`src/rtl/timer_pkg.sv`:
```
// rtl/timer_pkg.sv - shared types, default offsets and byte-lane merge for the machine timer slave
package timer_pkg;

    typedef enum logic [1:0] {
        OKAY   = 2'b00,
        SLVERR = 2'b10
    } resp_e;

    typedef enum logic [1:0] {
        W_IDLE,
        W_HAVE_AW,
        W_HAVE_W,
        W_RESP
    } wstate_e;

    typedef enum logic {
        R_IDLE,
        R_DATA
    } rstate_e;

    typedef enum logic [1:0] {
        SEL_NONE,
        SEL_MTIME,
        SEL_MTIMECMP,
        SEL_MSIP
    } sel_e;

    localparam logic [15:0] DEFAULT_MTIMECMP_OFFSET = 16'h4000;
    localparam logic [15:0] DEFAULT_MTIME_OFFSET    = 16'hBFF8;
    localparam logic [15:0] MSIP_OFFSET             = 16'h0000;

    function automatic logic [63:0] strb_merge(input logic [63:0] old_val,
                                               input logic [63:0] new_val,
                                               input logic [7:0]  strb);
        logic [63:0] res;
        for (int i = 0; i < 8; i++) begin
            res[i*8 +: 8] = strb[i] ? new_val[i*8 +: 8] : old_val[i*8 +: 8];
        end
        return res;
    endfunction

endpackage

```
`src/rtl/axi_lite_timer_slave_if.sv`:
```
// rtl/axi_lite_timer_slave_if.sv - AXI4-Lite bus bundle between the core MMIO master and the timer slave
interface axi_lite_timer_slave_if #(
    parameter int ADDR_WIDTH = 64
);
    logic [ADDR_WIDTH-1:0] awaddr;
    logic                  awvalid;
    logic                  awready;
    logic [63:0]           wdata;
    logic [7:0]            wstrb;
    logic                  wvalid;
    logic                  wready;
    logic [1:0]            bresp;
    logic                  bvalid;
    logic                  bready;
    logic [ADDR_WIDTH-1:0] araddr;
    logic                  arvalid;
    logic                  arready;
    logic [63:0]           rdata;
    logic [1:0]            rresp;
    logic                  rvalid;
    logic                  rready;

    modport master (
        output awaddr, awvalid, wdata, wstrb, wvalid, bready, araddr, arvalid, rready,
        input  awready, wready, bresp, bvalid, arready, rdata, rresp, rvalid
    );

    modport slave (
        input  awaddr, awvalid, wdata, wstrb, wvalid, bready, araddr, arvalid, rready,
        output awready, wready, bresp, bvalid, arready, rdata, rresp, rvalid
    );
endinterface

```
`src/rtl/timer_counter.sv`:
```
// rtl/timer_counter.sv - prescaled mtime counter, mtimecmp register and registered timer interrupt
module timer_counter #(
    parameter int TICK_DIV = 1
) (
    input  logic        clk,
    input  logic        rst,
    input  logic        mtime_we,
    input  logic        mtimecmp_we,
    input  logic [63:0] wdata,
    output logic [63:0] mtime,
    output logic [63:0] mtimecmp,
    output logic        time_int
);
    localparam int            PW   = (TICK_DIV > 1) ? $clog2(TICK_DIV) : 1;
    localparam logic [PW-1:0] LAST = PW'(TICK_DIV - 1);

    logic [PW-1:0] prescaler;
    logic          tick;
    logic [63:0]   mtime_next;
    logic [63:0]   mtimecmp_next;

    assign tick = (prescaler == LAST);

    // A bus write to mtime overrides a coinciding tick; the prescaler keeps its phase.
    always_comb begin
        mtime_next = tick ? mtime + 64'd1 : mtime;
        if (mtime_we) begin
            mtime_next = wdata;
        end
        mtimecmp_next = mtimecmp_we ? wdata : mtimecmp;
    end

    always_ff @(posedge clk) begin
        if (rst) begin
            prescaler <= '0;
            mtime     <= '0;
            mtimecmp  <= '1;
            time_int  <= 1'b0;
        end else begin
            prescaler <= tick ? '0 : prescaler + PW'(1);
            mtime     <= mtime_next;
            mtimecmp  <= mtimecmp_next;
            time_int  <= (mtime_next >= mtimecmp_next);
        end
    end
endmodule

```
`src/rtl/axi_lite_timer_slave.sv`:
```
// rtl/axi_lite_timer_slave.sv - AXI4-Lite slave exposing mtime/mtimecmp and time_int; TIMER_MSIP_EN adds msip/soft_int
module axi_lite_timer_slave
    import timer_pkg::*;
#(
    parameter int          ADDR_WIDTH      = 64,
    parameter int          DATA_WIDTH      = 64,
    parameter logic [15:0] MTIMECMP_OFFSET = DEFAULT_MTIMECMP_OFFSET,
    parameter logic [15:0] MTIME_OFFSET    = DEFAULT_MTIME_OFFSET,
    parameter int          TICK_DIV        = 1
) (
    input  logic                   clk,
    input  logic                   rst,
    axi_lite_timer_slave_if.slave  s,
`ifdef TIMER_MSIP_EN
    output logic                   soft_int,
`endif
    output logic                   time_int
);
    wstate_e               wstate, wstate_next;
    rstate_e               rstate, rstate_next;
    logic [12:0]           aw_off_q;
    logic [DATA_WIDTH-1:0] wdata_q;
    logic [7:0]            wstrb_q;
    resp_e                 bresp_q, rresp_q;
    logic [63:0]           rdata_q;
    logic                  aw_hs, w_hs, ar_hs, commit;
    logic [12:0]           wr_off;
    logic [63:0]           wr_data, wr_old, wr_merged, rd_val;
    logic [7:0]            wr_strb;
    sel_e                  wr_sel, rd_sel;
    logic [63:0]           mtime, mtimecmp, msip_word;
    logic                  unused_addr_bits;

    function automatic sel_e decode(input logic [12:0] off);
        if (off == MTIME_OFFSET[15:3])    return SEL_MTIME;
        if (off == MTIMECMP_OFFSET[15:3]) return SEL_MTIMECMP;
`ifdef TIMER_MSIP_EN
        if (off == MSIP_OFFSET[15:3])     return SEL_MSIP;
`endif
        return SEL_NONE;
    endfunction

    assign unused_addr_bits = ^{s.awaddr[ADDR_WIDTH-1:16], s.awaddr[2:0],
                                s.araddr[ADDR_WIDTH-1:16], s.araddr[2:0]};

    assign s.awready = (wstate == W_IDLE) || (wstate == W_HAVE_W);
    assign s.wready  = (wstate == W_IDLE) || (wstate == W_HAVE_AW);
    assign s.bvalid  = (wstate == W_RESP);
    assign s.bresp   = bresp_q;
    assign s.arready = (rstate == R_IDLE);
    assign s.rvalid  = (rstate == R_DATA);
    assign s.rdata   = rdata_q;
    assign s.rresp   = rresp_q;

    assign aw_hs = s.awvalid && s.awready;
    assign w_hs  = s.wvalid && s.wready;
    assign ar_hs = s.arvalid && s.arready;

    // Whichever half arrives second is taken straight off the bus so the commit needs no extra cycle.
    assign wr_off  = (wstate == W_HAVE_AW) ? aw_off_q : s.awaddr[15:3];
    assign wr_data = (wstate == W_HAVE_W) ? wdata_q : s.wdata;
    assign wr_strb = (wstate == W_HAVE_W) ? wstrb_q : s.wstrb;
    assign wr_sel  = decode(wr_off);
    assign rd_sel  = decode(s.araddr[15:3]);

    always_comb begin
        wr_old = '0;
        rd_val = '0;
        case (wr_sel)
            SEL_MTIME:    wr_old = mtime;
            SEL_MTIMECMP: wr_old = mtimecmp;
            SEL_MSIP:     wr_old = msip_word;
            default:      wr_old = '0;
        endcase
        case (rd_sel)
            SEL_MTIME:    rd_val = mtime;
            SEL_MTIMECMP: rd_val = mtimecmp;
            SEL_MSIP:     rd_val = msip_word;
            default:      rd_val = '0;
        endcase
    end

    assign wr_merged = strb_merge(wr_old, wr_data, wr_strb);

    always_comb begin
        wstate_next = wstate;
        commit      = 1'b0;
        case (wstate)
            W_IDLE: begin
                if (aw_hs && w_hs) begin
                    commit      = 1'b1;
                    wstate_next = W_RESP;
                end else if (aw_hs) begin
                    wstate_next = W_HAVE_AW;
                end else if (w_hs) begin
                    wstate_next = W_HAVE_W;
                end
            end
            W_HAVE_AW: if (w_hs) begin
                commit      = 1'b1;
                wstate_next = W_RESP;
            end
            W_HAVE_W: if (aw_hs) begin
                commit      = 1'b1;
                wstate_next = W_RESP;
            end
            W_RESP: if (s.bready) wstate_next = W_IDLE;
            default: wstate_next = W_IDLE;
        endcase
    end

    always_comb begin
        rstate_next = rstate;
        case (rstate)
            R_IDLE:  if (ar_hs) rstate_next = R_DATA;
            R_DATA:  if (s.rready) rstate_next = R_IDLE;
            default: rstate_next = R_IDLE;
        endcase
    end

    always_ff @(posedge clk) begin
        if (rst) begin
            wstate <= W_IDLE;
            rstate <= R_IDLE;
        end else begin
            wstate <= wstate_next;
            rstate <= rstate_next;
        end
    end

    always_ff @(posedge clk) begin
        if (rst) begin
            aw_off_q <= '0;
            wdata_q  <= '0;
            wstrb_q  <= '0;
            bresp_q  <= OKAY;
            rresp_q  <= OKAY;
            rdata_q  <= '0;
        end else begin
            if (aw_hs) aw_off_q <= s.awaddr[15:3];
            if (w_hs) begin
                wdata_q <= s.wdata;
                wstrb_q <= s.wstrb;
            end
            if (commit) bresp_q <= (wr_sel == SEL_NONE) ? SLVERR : OKAY;
            if (ar_hs) begin
                rdata_q <= rd_val;
                rresp_q <= (rd_sel == SEL_NONE) ? SLVERR : OKAY;
            end
        end
    end

`ifdef TIMER_MSIP_EN
    logic msip_q;
    always_ff @(posedge clk) begin
        if (rst) begin
            msip_q <= 1'b0;
        end else if (commit && wr_sel == SEL_MSIP) begin
            msip_q <= wr_merged[0];
        end
    end
    assign msip_word = {63'b0, msip_q};
    assign soft_int  = msip_q;
`else
    assign msip_word = '0;
`endif

    timer_counter #(
        .TICK_DIV (TICK_DIV)
    ) u_counter (
        .clk         (clk),
        .rst         (rst),
        .mtime_we    (commit && wr_sel == SEL_MTIME),
        .mtimecmp_we (commit && wr_sel == SEL_MTIMECMP),
        .wdata       (wr_merged),
        .mtime       (mtime),
        .mtimecmp    (mtimecmp),
        .time_int    (time_int)
    );
endmodule

```
`src/flat_wrapper.sv`:
```
// flat-port wrapper written by rule: the top's interface ports become plain ports
module axi_lite_timer_slave_flat import timer_pkg::*;
#(
    parameter int          ADDR_WIDTH      = 64,
    parameter int          DATA_WIDTH      = 64,
    parameter logic [15:0] MTIMECMP_OFFSET = DEFAULT_MTIMECMP_OFFSET,
    parameter logic [15:0] MTIME_OFFSET    = DEFAULT_MTIME_OFFSET,
    parameter int          TICK_DIV        = 1
)
  (clk, rst, time_int, s_awaddr, s_awvalid, s_wdata, s_wstrb, s_wvalid, s_bready, s_araddr, s_arvalid, s_rready, s_awready, s_wready, s_bresp, s_bvalid, s_arready, s_rdata, s_rresp, s_rvalid);
  axi_lite_timer_slave_if #(.ADDR_WIDTH(ADDR_WIDTH)) s_i ();
  input  logic clk;
  input  logic rst;
  output logic time_int;
  input wire logic [$bits(s_i.awaddr)-1:0] s_awaddr;
  input wire logic [$bits(s_i.awvalid)-1:0] s_awvalid;
  input wire logic [$bits(s_i.wdata)-1:0] s_wdata;
  input wire logic [$bits(s_i.wstrb)-1:0] s_wstrb;
  input wire logic [$bits(s_i.wvalid)-1:0] s_wvalid;
  input wire logic [$bits(s_i.bready)-1:0] s_bready;
  input wire logic [$bits(s_i.araddr)-1:0] s_araddr;
  input wire logic [$bits(s_i.arvalid)-1:0] s_arvalid;
  input wire logic [$bits(s_i.rready)-1:0] s_rready;
  output wire logic [$bits(s_i.awready)-1:0] s_awready;
  output wire logic [$bits(s_i.wready)-1:0] s_wready;
  output wire logic [$bits(s_i.bresp)-1:0] s_bresp;
  output wire logic [$bits(s_i.bvalid)-1:0] s_bvalid;
  output wire logic [$bits(s_i.arready)-1:0] s_arready;
  output wire logic [$bits(s_i.rdata)-1:0] s_rdata;
  output wire logic [$bits(s_i.rresp)-1:0] s_rresp;
  output wire logic [$bits(s_i.rvalid)-1:0] s_rvalid;
  assign s_i.awaddr = s_awaddr;
  assign s_i.awvalid = s_awvalid;
  assign s_i.wdata = s_wdata;
  assign s_i.wstrb = s_wstrb;
  assign s_i.wvalid = s_wvalid;
  assign s_i.bready = s_bready;
  assign s_i.araddr = s_araddr;
  assign s_i.arvalid = s_arvalid;
  assign s_i.rready = s_rready;
  assign s_awready = s_i.awready;
  assign s_wready = s_i.wready;
  assign s_bresp = s_i.bresp;
  assign s_bvalid = s_i.bvalid;
  assign s_arready = s_i.arready;
  assign s_rdata = s_i.rdata;
  assign s_rresp = s_i.rresp;
  assign s_rvalid = s_i.rvalid;
  axi_lite_timer_slave #(.ADDR_WIDTH(ADDR_WIDTH), .DATA_WIDTH(DATA_WIDTH), .MTIMECMP_OFFSET(MTIMECMP_OFFSET), .MTIME_OFFSET(MTIME_OFFSET), .TICK_DIV(TICK_DIV)) u_core (.clk(clk), .rst(rst), .s(s_i), .time_int(time_int));
endmodule
```
`config.mk`:
```
export PLATFORM = sky130hd
export DESIGN_NAME = axi_lite_timer_slave_flat
export DESIGN_NICKNAME = d
export VERILOG_FILES = /design/src/rtl/timer_pkg.sv /design/src/rtl/axi_lite_timer_slave_if.sv /design/src/rtl/timer_counter.sv /design/src/rtl/axi_lite_timer_slave.sv /design/src/flat_wrapper.sv
export SDC_FILE = /design/constraint.sdc
export NUM_CORES = 1
export LEC_CHECK = 0
export ABC_AREA = 1
export ABC_CLOCK_PERIOD_IN_PS = 3100
export CAP_MARGIN = 10
export CORE_ASPECT_RATIO = 1.2
export CORE_MARGIN = 4
export CORE_UTILIZATION = 50
export CTS_CLUSTER_DIAMETER = 150
export DETAILED_ROUTE_END_ITERATION = 16
export GPL_TIMING_DRIVEN = 0
export PLACE_DENSITY = 0.78
export SETUP_SLACK_MARGIN = 0.5
export SYNTH_ARGS = -nofsm -noshare
export SYNTH_HDL_FRONTEND = slang
export SYNTH_SLANG_ARGS = --single-unit
```
`constraint.sdc`:
```
create_clock -name clk -period 3.1 [get_ports clk]
set_input_delay 0.31 -clock clk [delete_from_list [all_inputs] [get_ports clk]]
set_output_delay 0.31 -clock clk [all_outputs]
set_load 0.05 [all_outputs]
```
Word level (Yosys, flattened, before mapping). Index checks and enable logic that the tools add are counted.

Add/subtract/negate cells: 2. $lt $le $gt $ge: 1. Equality and inequality tests: 15. Multiplexer cells: 46. Bitwise gates (word level): 2. Reduce and logical (&&, ||, !) cells: 13.

Operators by type and width (number): $mux W64 (4); $pmux W64 S2 (2); $mux W8 (9); $add A64 B1 Y64 const B (1); $ge A64 B64 Y1 (1); $mux W2 (16); $eq A13 B12 Y1 const B (2); $eq A13 B13 Y1 const B (2); $mux W13 (1); $mux W1 (11); $eq A2 B2 Y1 const B (4); $pmux W2 S4 (1); $eq A2 B1 Y1 const B (3); $logic_and A1 B1 Y1 (6); $logic_not A2 Y1 (3); $ne A2 B1 Y1 const B (2); $ne A4 B2 Y1 const B (1); $reduce_and A4 Y1 (1); $pmux W1 S3 (1); $logic_or A1 B1 Y1 (2); $ne A2 B2 Y1 const B (1); $not A1 Y1 (2); $pmux W1 S2 (1); $reduce_or A2 Y1 (1); $add A1 B1 Y1 const B (1).

Bits in registers: 286. Bits of input ports: 207. Output and inout port bits: 74. Word-level logic and storage cells: 91.

Logic depth before layout (Yosys ltp). Gate-level depths: netlist (run 1).

Word-level depth: 12. Gate-level depth with buffers: 29. Mapped depth without buffers: 25.

By module. Synthesis (run 1) repeated with hierarchy kept, for this count alone.

Cells, all modules: 3081. Area, all modules: 18970.7 um2.

Modules (own cells, without submodules): axi_lite_timer_slave (instances 1, cells an instance 1812, area each 10492.6 um2, seq. area each 3083.0 um2); timer_counter (instances 1, cells an instance 1269, area each 8478.1 um2, seq. area each 2602.5 um2).

Worst setup path before layout (run 1). Ideal clock, no wire load.

Path kind: register to register. Start: register u_core.wstate[1]. End: register u_core.u_counter.time_int. Setup time: 0.070 ns. Arrival: 3.223 ns. Required time: 3.030 ns. Path slack: -0.193 ns. Cell stages (with the launch flop): 23. Buffers on the path: 2. Period minus slack after synthesis: 3.293 ns. Cells stage by stage: dfxtp_1 -> inv_1 -> ha_1 -> buf_4 -> or2_1 -> nand2_1 -> a21oi_4 -> inv_2 -> nor2_4 -> buf_2 -> nand3_1 -> o21a_1 -> ha_1 -> nand2_1 -> nor2_1 -> nand3_1 -> nor2_1 -> nand2_1 -> nand3_1 -> nor2_1 -> nand2_1 -> nand2_1 -> a21oi_1.

Elaborated cells between the ends (all ways): 39. Those cells by class: order compare: 1; eq/ne: 6; mux: 24; reduce/logical: 8.

RTL lines: start: declaration (RTL line axi_lite_timer_slave.sv:19) `wstate_e wstate, wstate_next;`; start signal: assignment (RTL line axi_lite_timer_slave.sv:126) `wstate <= wstate_next;`; $eq A2 B1 Y1 or $logic_not A2 Y1 (tied branches) (RTL line axi_lite_timer_slave.sv:47) `assign s.wready = (wstate == W_IDLE) || (wstate == W_HAVE_AW);`; $logic_or A1 B1 Y1 (*) (RTL line axi_lite_timer_slave.sv:47); named net s_wready (RTL line flat_wrapper.sv:25) `output wire logic [$bits(s_i.wready)-1:0] s_wready;`; $logic_and A1 B1 Y1 (*) (RTL line axi_lite_timer_slave.sv:56) `assign w_hs = s.wvalid && s.wready;`; $logic_and A1 B1 Y1 (RTL line axi_lite_timer_slave.sv:90) `if (aw_hs && w_hs) begin`; $mux W1 (RTL line axi_lite_timer_slave.sv:90); $pmux W1 S3 (*) (RTL line axi_lite_timer_slave.sv:88) `case (wstate)`; $logic_and A1 B1 Y1 (on tied branches) (RTL line axi_lite_timer_slave.sv:173, axi_lite_timer_slave.sv:174); $mux W64 (on tied branches) (RTL line timer_counter.sv:27, timer_counter.sv:30); $ge A64 B64 Y1 (*) (RTL line timer_counter.sv:43) `time_int <= (mtime_next >= mtimecmp_next);`; end signal: assignment (RTL line timer_counter.sv:43); end: declaration (RTL line timer_counter.sv:12) `output logic time_int`.

The timed path passes the listed nets; every way through them passes the cells marked *. The select of a mux whose other input is x is not followed. A chain may end at the register's enable or synchronous reset.

Worst setup path in the final report (run 1).
Start: register u_core.wstate[1]. End: register u_core.u_counter.time_int.

Cells in the longest elaborated chain, start to end: 12. Elaborated cells between the ends (all ways): 39. Those cells by class: order compare: 1; eq/ne: 6; mux: 24; reduce/logical: 8.

RTL lines: $eq A2 B1 Y1 (RTL line axi_lite_timer_slave.sv:47, axi_lite_timer_slave.sv:60, axi_lite_timer_slave.sv:88); $mux W13 (RTL line axi_lite_timer_slave.sv:60) `assign wr_off = (wstate == W_HAVE_AW) ? aw_off_q : s.awaddr[15:3];`; $eq A13 B12 Y1 (RTL line axi_lite_timer_slave.sv:36) `if (off == MTIMECMP_OFFSET[15:3]) return SEL_MTIMECMP;`; $mux W1 (2 in series) (RTL line axi_lite_timer_slave.sv:36); $mux W2 (RTL line axi_lite_timer_slave.sv:40) `return SEL_NONE;`; $mux W2 (RTL line axi_lite_timer_slave.sv:36); $eq A2 B2 Y1 or $eq A2 B1 Y1 (tied branches) (RTL line axi_lite_timer_slave.sv:69, axi_lite_timer_slave.sv:173); $pmux W64 S2 (RTL line axi_lite_timer_slave.sv:69) `case (wr_sel)`; $mux W8 (RTL line timer_pkg.sv:37) `res[i*8 +: 8] = strb[i] ? new_val[i*8 +: 8] : old_val[i*8 +: 8];`; $mux W64 (*) (RTL line timer_counter.sv:27) `if (mtime_we) begin`; named net u_core.u_counter.mtime_next[28] (RTL line timer_counter.sv:19) `logic [63:0] mtime_next;`; $ge A64 B64 Y1 (*) (RTL line timer_counter.sv:43).

Marked as above.

==> results.yml, run 1 <==
die:
  start_util: 0.511
  rows: 75
  io_pins: 281
  core-area_um2: 35200
  die_width_um: 181
  die_area_um2: 39100
  die-height_um: 216
global_routing:
  grt_pass1_vias: 19900
  antenna_found_initial: 1
  overflow: 0
  grt_max_degree: 14
  grt_pass1_wl_um: 118000
  grt_util_all_layers: 0.388
placement:
  place_area_um2: 20500
  hpwl_um: 60400
  gp_congestion: 1.02
  place_inst: 3457
  io_buffers: 175
  dp_slack_ns: -1.32
clock_network:
  cts.reportedPaths.clkPinSlew_ns: 0.06
  htree_levels: 2
  clockBufferDepth: 3
  cts_buffers: 34
  tritoncts: "yes"
  clk_latency_ns: 0.54
  numClockSinks: 284
  hold_buffers: 0
  clockRootBuffer: "clkbuf_16"
run_status:
  outcome: "finished with violations"
  violations: "setup timing"
critical_path:
  critPathKind: "reg -> reg"
  critPathMaxFanout: 6
  r2r_slack_ns: -0.67
  worstPathArrival_ns: 4.20
  r2r_end: "u_core.u_counter.time_int"
  reg2reg_depth: 26
  r2r_start: "u_core.wstate[1]"
  start_kind: "flop"
  critical_path_required_ns: 3.54
  endpoint_kind: "flop"
logic_synthesis:
  synthCells: 2818
  synth_seq_area_share: 0.316
  synth_warnings: 0
  netlist_area_um2: 18000
  synth.distinct_cells: 40
  syn_avg_cell_area_um2: 6.38
  synth_edf_count: 0
  synthFlopType: "dfxtp_1"
  ys_ff_latch: 284
  synth_async_sr_flop_share: 0
pwr:
  p_per_area_nw_per_um2: 531
  switchingPower_uw: 4590
  report.power.total_uw: 12200
  p_comb_frac: 0.318
  vdd_drop_max_mv: 0.594
  seqPwrFrac: 0.350
  switching_share: 0.376
  power_frac_clock: 0.331
  p_int_uw: 7610
  p_leak_uw: 0.0104
sta:
  slew-limit-headroom: 0.314
  fin_crit_sh: 1.22
  worst_pin_slew_ns: 1.03
  drv_slew: 0
  fmax_mhz: 265
  finalHoldViolCount: 0
  min_period_ns: 3.77
  clock_skew_ns: 0.0202
  rsz0062_at_grt: "yes"
  worst_slack_ns: -0.668
  setup_viol_count_final: 1
finish:
  final_cell_mix: "509 x nand2_1, 427 x nand3_1, 360 x nor2_1"
  utilization: 0.653
  final_common_cell: "nand2_1"
  final_cells: 3563
  synthToLayoutAreaGrowth_pct: 27.9
  drive_gt1_frac: 0.113
  finalNetCount: 3355
  fin_area_um2: 23000
worst_hold_path:
  hp-start: "s_wstrb[0]"
  hold_end: "u_core.wstrb_q[0]"
  hold_class: "in -> reg"
  hold_depth: 3
flow_run:
  drv_cap: 0
drt:
  wl_um: 81700
  dr.first_iter.drc_count: 2842
  ant_nets: 0
  drc_errors: 0
  viasPerCell: 6.06
  wl_per_cell_um: 22.9
  vias: 21600
  drtPass1Iterations: 6
## what timing repair did
| action | 4_1_cts | 5_1_grt |
|---|---|---|
| cloned | 1 | 6 |
| setup buffers | 23 | 17 |
| setup endpoints to repair | 102 | 49 |
| pin swaps | 24 | 46 |
| gates resized for setup | 121 | 134 |
## cells by family (layout without fill, tap and decap cells)
group / after synthesis / in the layout / share of synthesized area
simple gates: 1480 / 1480 / 0.355
compound gates: 526 / 526 / 0.169
buf+inv: 435 / 715 / 0.100
flops: 284 / 284 / 0.316
fa+ha+maj: 70 / 70 / 0.0487
xor+xnor: 22 / 22 / 0.0107
other cells: 1 / 4 / 0.000209
## stage by stage
stage                     hold WS (ns)  TNS (ns)
after floorplan                  0.445         0
after global placement           0.462     -1.32
after detailed placement         0.471     -1.33
after CTS                        0.346    -0.566
after global routing             0.392    -0.706
final                            0.373    -0.668
## worst max-delay path, stage by stage (launching register included)
cell	delay, ns
dfxtp_2	0.34
inv_2	0.05
ha_4	0.17
buf_12	0.13
buf_16	0.13
buf_12	0.13
nand2_1	0.05
nand2_1	0.08
nor2_1	0.15
nand2_2	0.09
nor2_4	0.21
nand3_4	0.22
buf_12	0.23
buf_12	0.15
nand2_2	0.08
nand2_2	0.07
ha_4	0.27
nand2_2	0.06
nor2_4	0.20
nand3_2	0.12
nor2_4	0.13
nand2_2	0.09
nand3_2	0.10
nor2_2	0.04
nand2_2	0.11
nand2_2	0.07
a21oi_2	0.18
## per-layer routing
layer	track usage	wire, µm	vias up
li1	-	-	9890
met1	0.495	31000	9993
met2	0.605	35700	1376
met3	0.0871	9380	320
met4	0.220	5650	2
met5	0	16	-
## worst max path at each step
stage	from	end	slack [ns]
3_5_place_dp	s_awaddr[9]	u_core.u_counter.time_int	-1.32
3_3_place_gp	s_awaddr[9]	u_core.u_counter.time_int	-1.32
4_1_cts	u_core.wstate[1]	u_core.u_counter.time_int	-0.57
5_1_grt	u_core.wstate[1]	u_core.u_counter.time_int	-0.71
6_report	u_core.wstate[1]	u_core.u_counter.time_int	-0.67
2_1_floorplan	u_core.wstate[1]	u_core.u_counter.time_int	0.21
## layout make-up
cell class	count	area, µm²
antenna	1	2.50
buffer	154	1110
clock buffer	49	1010
clock inverter	9	78.8
fill	3163	12200
inverter	281	1090
multi-input combinational	2101	11100
sequential	284	5690
tap	462	578
timing repair buffer	222	2290
## sequential cells by signal, summed over array words and instances (netlist names)
signal	cells
u_core.u_counter.time_int	1
u_core.u_counter.mtimecmp	64
u_core.u_counter.prescaler	1
u_core.s.bresp	1
u_core.u_counter.mtime	64
u_core.s.rdata	64
u_core.s.rvalid	1
u_core.wstrb_q	8
u_core.wdata_q	64
u_core.wstate	2
u_core.s.rresp	1
u_core.aw_off_q	13
## cell usage after synthesis, types with 2 or more instances
cell	count	share of area
a21boi_1	2	0.00084
a21oi_1	144	0.040
and2_1	3	0.0010
buf_1	12	0.0025
buf_2	40	0.011
buf_4	17	0.0071
buf_6	7	0.0044
clkbuf_1	78	0.016
clkinv_1	2	0.00042
dfxtp_1	284	0.32
ha_1	70	0.049
inv_1	268	0.056
inv_2	10	0.0021
nand2_1	551	0.12
nand3_1	457	0.13
nand3_2	2	0.0011
nand3b_1	3	0.0013
nand4_1	34	0.012
nor2_1	385	0.080
nor2_2	8	0.0028
nor2_4	4	0.0025
nor3_1	14	0.0039
nor3b_1	2	0.00084
o211ai_1	90	0.038
o21a_1	63	0.026
o21ai_0	215	0.060
o21ai_1	7	0.0019
o21bai_1	2	0.00084
or2_2	13	0.0045
xnor2_1	8	0.0039
xor2_1	14	0.0068
## power groups by stage
stage	registers [µW]	logic, µW	clock network (µW)
after global placement	4310	3300	0
final	4280	3890	4040
after global routing	4310	4130	4180
after CTS	4260	3540	4030
after detailed placement	4340	3380	0
after floorplan	4500	1970	0
Power figures use the tool's default switching activity.
==> inputs of run 2 (changes only) <==
Settings changed: ABC_CLOCK_PERIOD_IN_PS 3100 to unset, CORE_MARGIN 4 to unset, SKIP_LAST_GASP set to 1.
==> results.yml, run 2 (same netlist as run 1, synthesis figures left out) <==
sta:
  clock_skew_ns: 0.0170
  fin_crit_sh: 1.23
  worst_pin_slew_ns: 1.13
  fmax_mhz: 263
  slew-limit-headroom: 0.244
  worst_slack_ns: -0.708
  finalHoldViolCount: 0
  rsz0062_at_grt: "yes"
  min_period_ns: 3.81
  setup_viol_count_final: 1
  drv_slew: 0
pwr:
  p_int_uw: 7560
  switchingPower_uw: 4530
  switching_share: 0.375
  p_comb_frac: 0.310
  vdd_drop_max_mv: 0.561
  p_per_area_nw_per_um2: 531
  p_leak_uw: 0.0103
  power_frac_clock: 0.336
  seqPwrFrac: 0.353
clock_network:
  cts.reportedPaths.clkPinSlew_ns: 0.06
  cts_buffers: 34
  numClockSinks: 284
  clk_latency_ns: 0.54
  clockRootBuffer: "clkbuf_16"
  clockBufferDepth: 3
  hold_buffers: 0
  tritoncts: "yes"
  htree_levels: 2
finish:
  synthToLayoutAreaGrowth_pct: 26.7
  fin_area_um2: 22800
  finalNetCount: 3354
  final_cells: 3561
  fillCellCount: 3201
  drive_gt1_frac: 0.101
  final_cell_mix: "528 x nand2_1, 430 x nand3_1, 366 x nor2_1"
  insertedDiodeCount: 0
  final_common_cell: "nand2_1"
critical_path:
  critPathKind: "reg -> reg"
  critPathMaxFanout: 5
  worstPathArrival_ns: 4.25
  crit_slowest_cell: "nor3_2"
  endpoint_kind: "flop"
  cpPeakStageDelay_ns: 0.55
  crit_path_frequent_cell: "nand2_1"
  critical_path_required_ns: 3.54
  start_kind: "flop"
  worstPathCellList: "nand2_1 > nor3_2 > nand4_1 > inv_1 > nand2_1 > nand3_1 > nand2_1 > ha_1 > nand2_1 > nor2_4 > nand3_2 > nor2_4 > nand2_2 > nand3_4 > nor2_2 > nand2_2 > nand2_2 > a21oi_2"
drt:
  drtPass1Iterations: 8
  ant_nets: 0
  dr.first_iter.drc_count: 2908
  viasPerCell: 6.08
  vias: 21600
  drc_errors: 0
  wl_um: 80700
  wl_per_cell_um: 22.7
placement:
  place_inst: 3457
  io_buffers: 175
  place_area_um2: 20500
  hpwl_um: 59700
  gp_congestion: 1.04
run_status:
  violations: "setup timing"
  outcome: "finished with violations"
global_routing:
  overflow: 0
  grt_pass1_vias: 19900
  grt_util_all_layers: 0.423
  grt_pass1_wl_um: 117000
  antenna_found_initial: 1
  grt_max_degree: 14
die:
  start_util: 0.511
  die_width_um: 175
  die-height_um: 210
  core-area_um2: 35200
  io_pins: 281
  rows: 75
  die_area_um2: 36700
worst_hold_path:
  hold_class: "in -> reg"
flow_run:
  drv_cap: 0
## run 2: cell count changes in the layout (fill, tap and decap cells not counted), moves of 6 or more
| cell | delta |
|---|---|
| nand2_2 | -12 |
| nand2_1 | +19 |
| nand2_4 | -7 |
| clkbuf_1 | +8 |
| buf_8 | +6 |
| nor2_1 | +6 |
## run 2: cell type report
| class | instances | area, µm² | area share |
|---|---|---|---|
| multi-input combinational | 2101 | 11000 | 0.482 |
| sequential | 284 | 5690 | 0.250 |
| timing repair buffer | 221 | 2200 | 0.0965 |
| buffer | 154 | 1180 | 0.0516 |
| inverter | 281 | 1080 | 0.0472 |
| clock buffer | 51 | 1020 | 0.0447 |
| tap | 462 | 578 | 0.0254 |
| clock inverter | 7 | 72.6 | 0.00319 |
## run 2: through the flow
step / hold WS [ns] / power (µW) / TNS [ns] / worst slack (ns) / util
finish: 0.366 / 12100 / -0.708 / -0.708 / 0.647
global placement: 0.462 / 7610 / -1.37 / -1.37 / 0.581
floorplan: 0.445 / 6470 / 0 / 0.214 / -
detailed placement: 0.472 / 7700 / -1.36 / -1.36 / 0.581
CTS: 0.333 / 11800 / -0.599 / -0.599 / 0.628
global route: 0.390 / 12500 / -0.742 / -0.742 / 0.647
## run 2: metal layers
layer | global-route usage | wire [µm] | vias to the layer above
met5 | 0 | 18 | -
met4 | 0.264 | 5610 | 2
met3 | 0.0813 | 9240 | 319
met2 | 0.666 | 35300 | 1469
met1 | 0.531 | 30500 | 9958
li1 | - | - | 9890
## run 2: what timing repair did
action,in CTS,in global routing
gates resized for setup,110,117
setup buffers,18,25
gates cloned,1,2
endpoints found under the setup margin,108,74
pin swaps,13,38
## run 2: final timing paths
| kind | from | endpoint | slack [ns] | depth (start not counted) |
|---|---|---|---|---|
| hold reg to reg | u_core.wdata_q[35] | u_core.wdata_q[35] | 0.48 | 2 |
| hold / removal | s_wstrb[1] | u_core.wstrb_q[1] | 0.37 | 3 |
| setup / recovery | u_core.u_counter.mtime[26] | u_core.u_counter.time_int | -0.71 | 18 |
| setup reg to reg | u_core.u_counter.mtime[26] | u_core.u_counter.time_int | -0.71 | 18 |
## run 2: worst max-delay path: cells and delay by family (launching register included)
kind,cells,cell delay [ns]
buffers and inverters,1,0.34
adder cells (fa/ha/maj),1,0.30
AND/OR/NAND/NOR,15,2.41
AO/OA/AOI/OAI,1,0.17
flip-flops,1,0.49
## run 2: power by group through the flow
| stage | sequential, µW | combinational [µW] | clock [µW] |
|---|---|---|---|
| 5_1_grt | 4310 | 4000 | 4180 |
| 2_1_floorplan | 4500 | 1970 | 0 |
| 3_3_place_gp | 4310 | 3300 | 0 |
| 4_1_cts | 4260 | 3490 | 4040 |
| 6_report | 4270 | 3750 | 4060 |
| 3_5_place_dp | 4340 | 3370 | 0 |
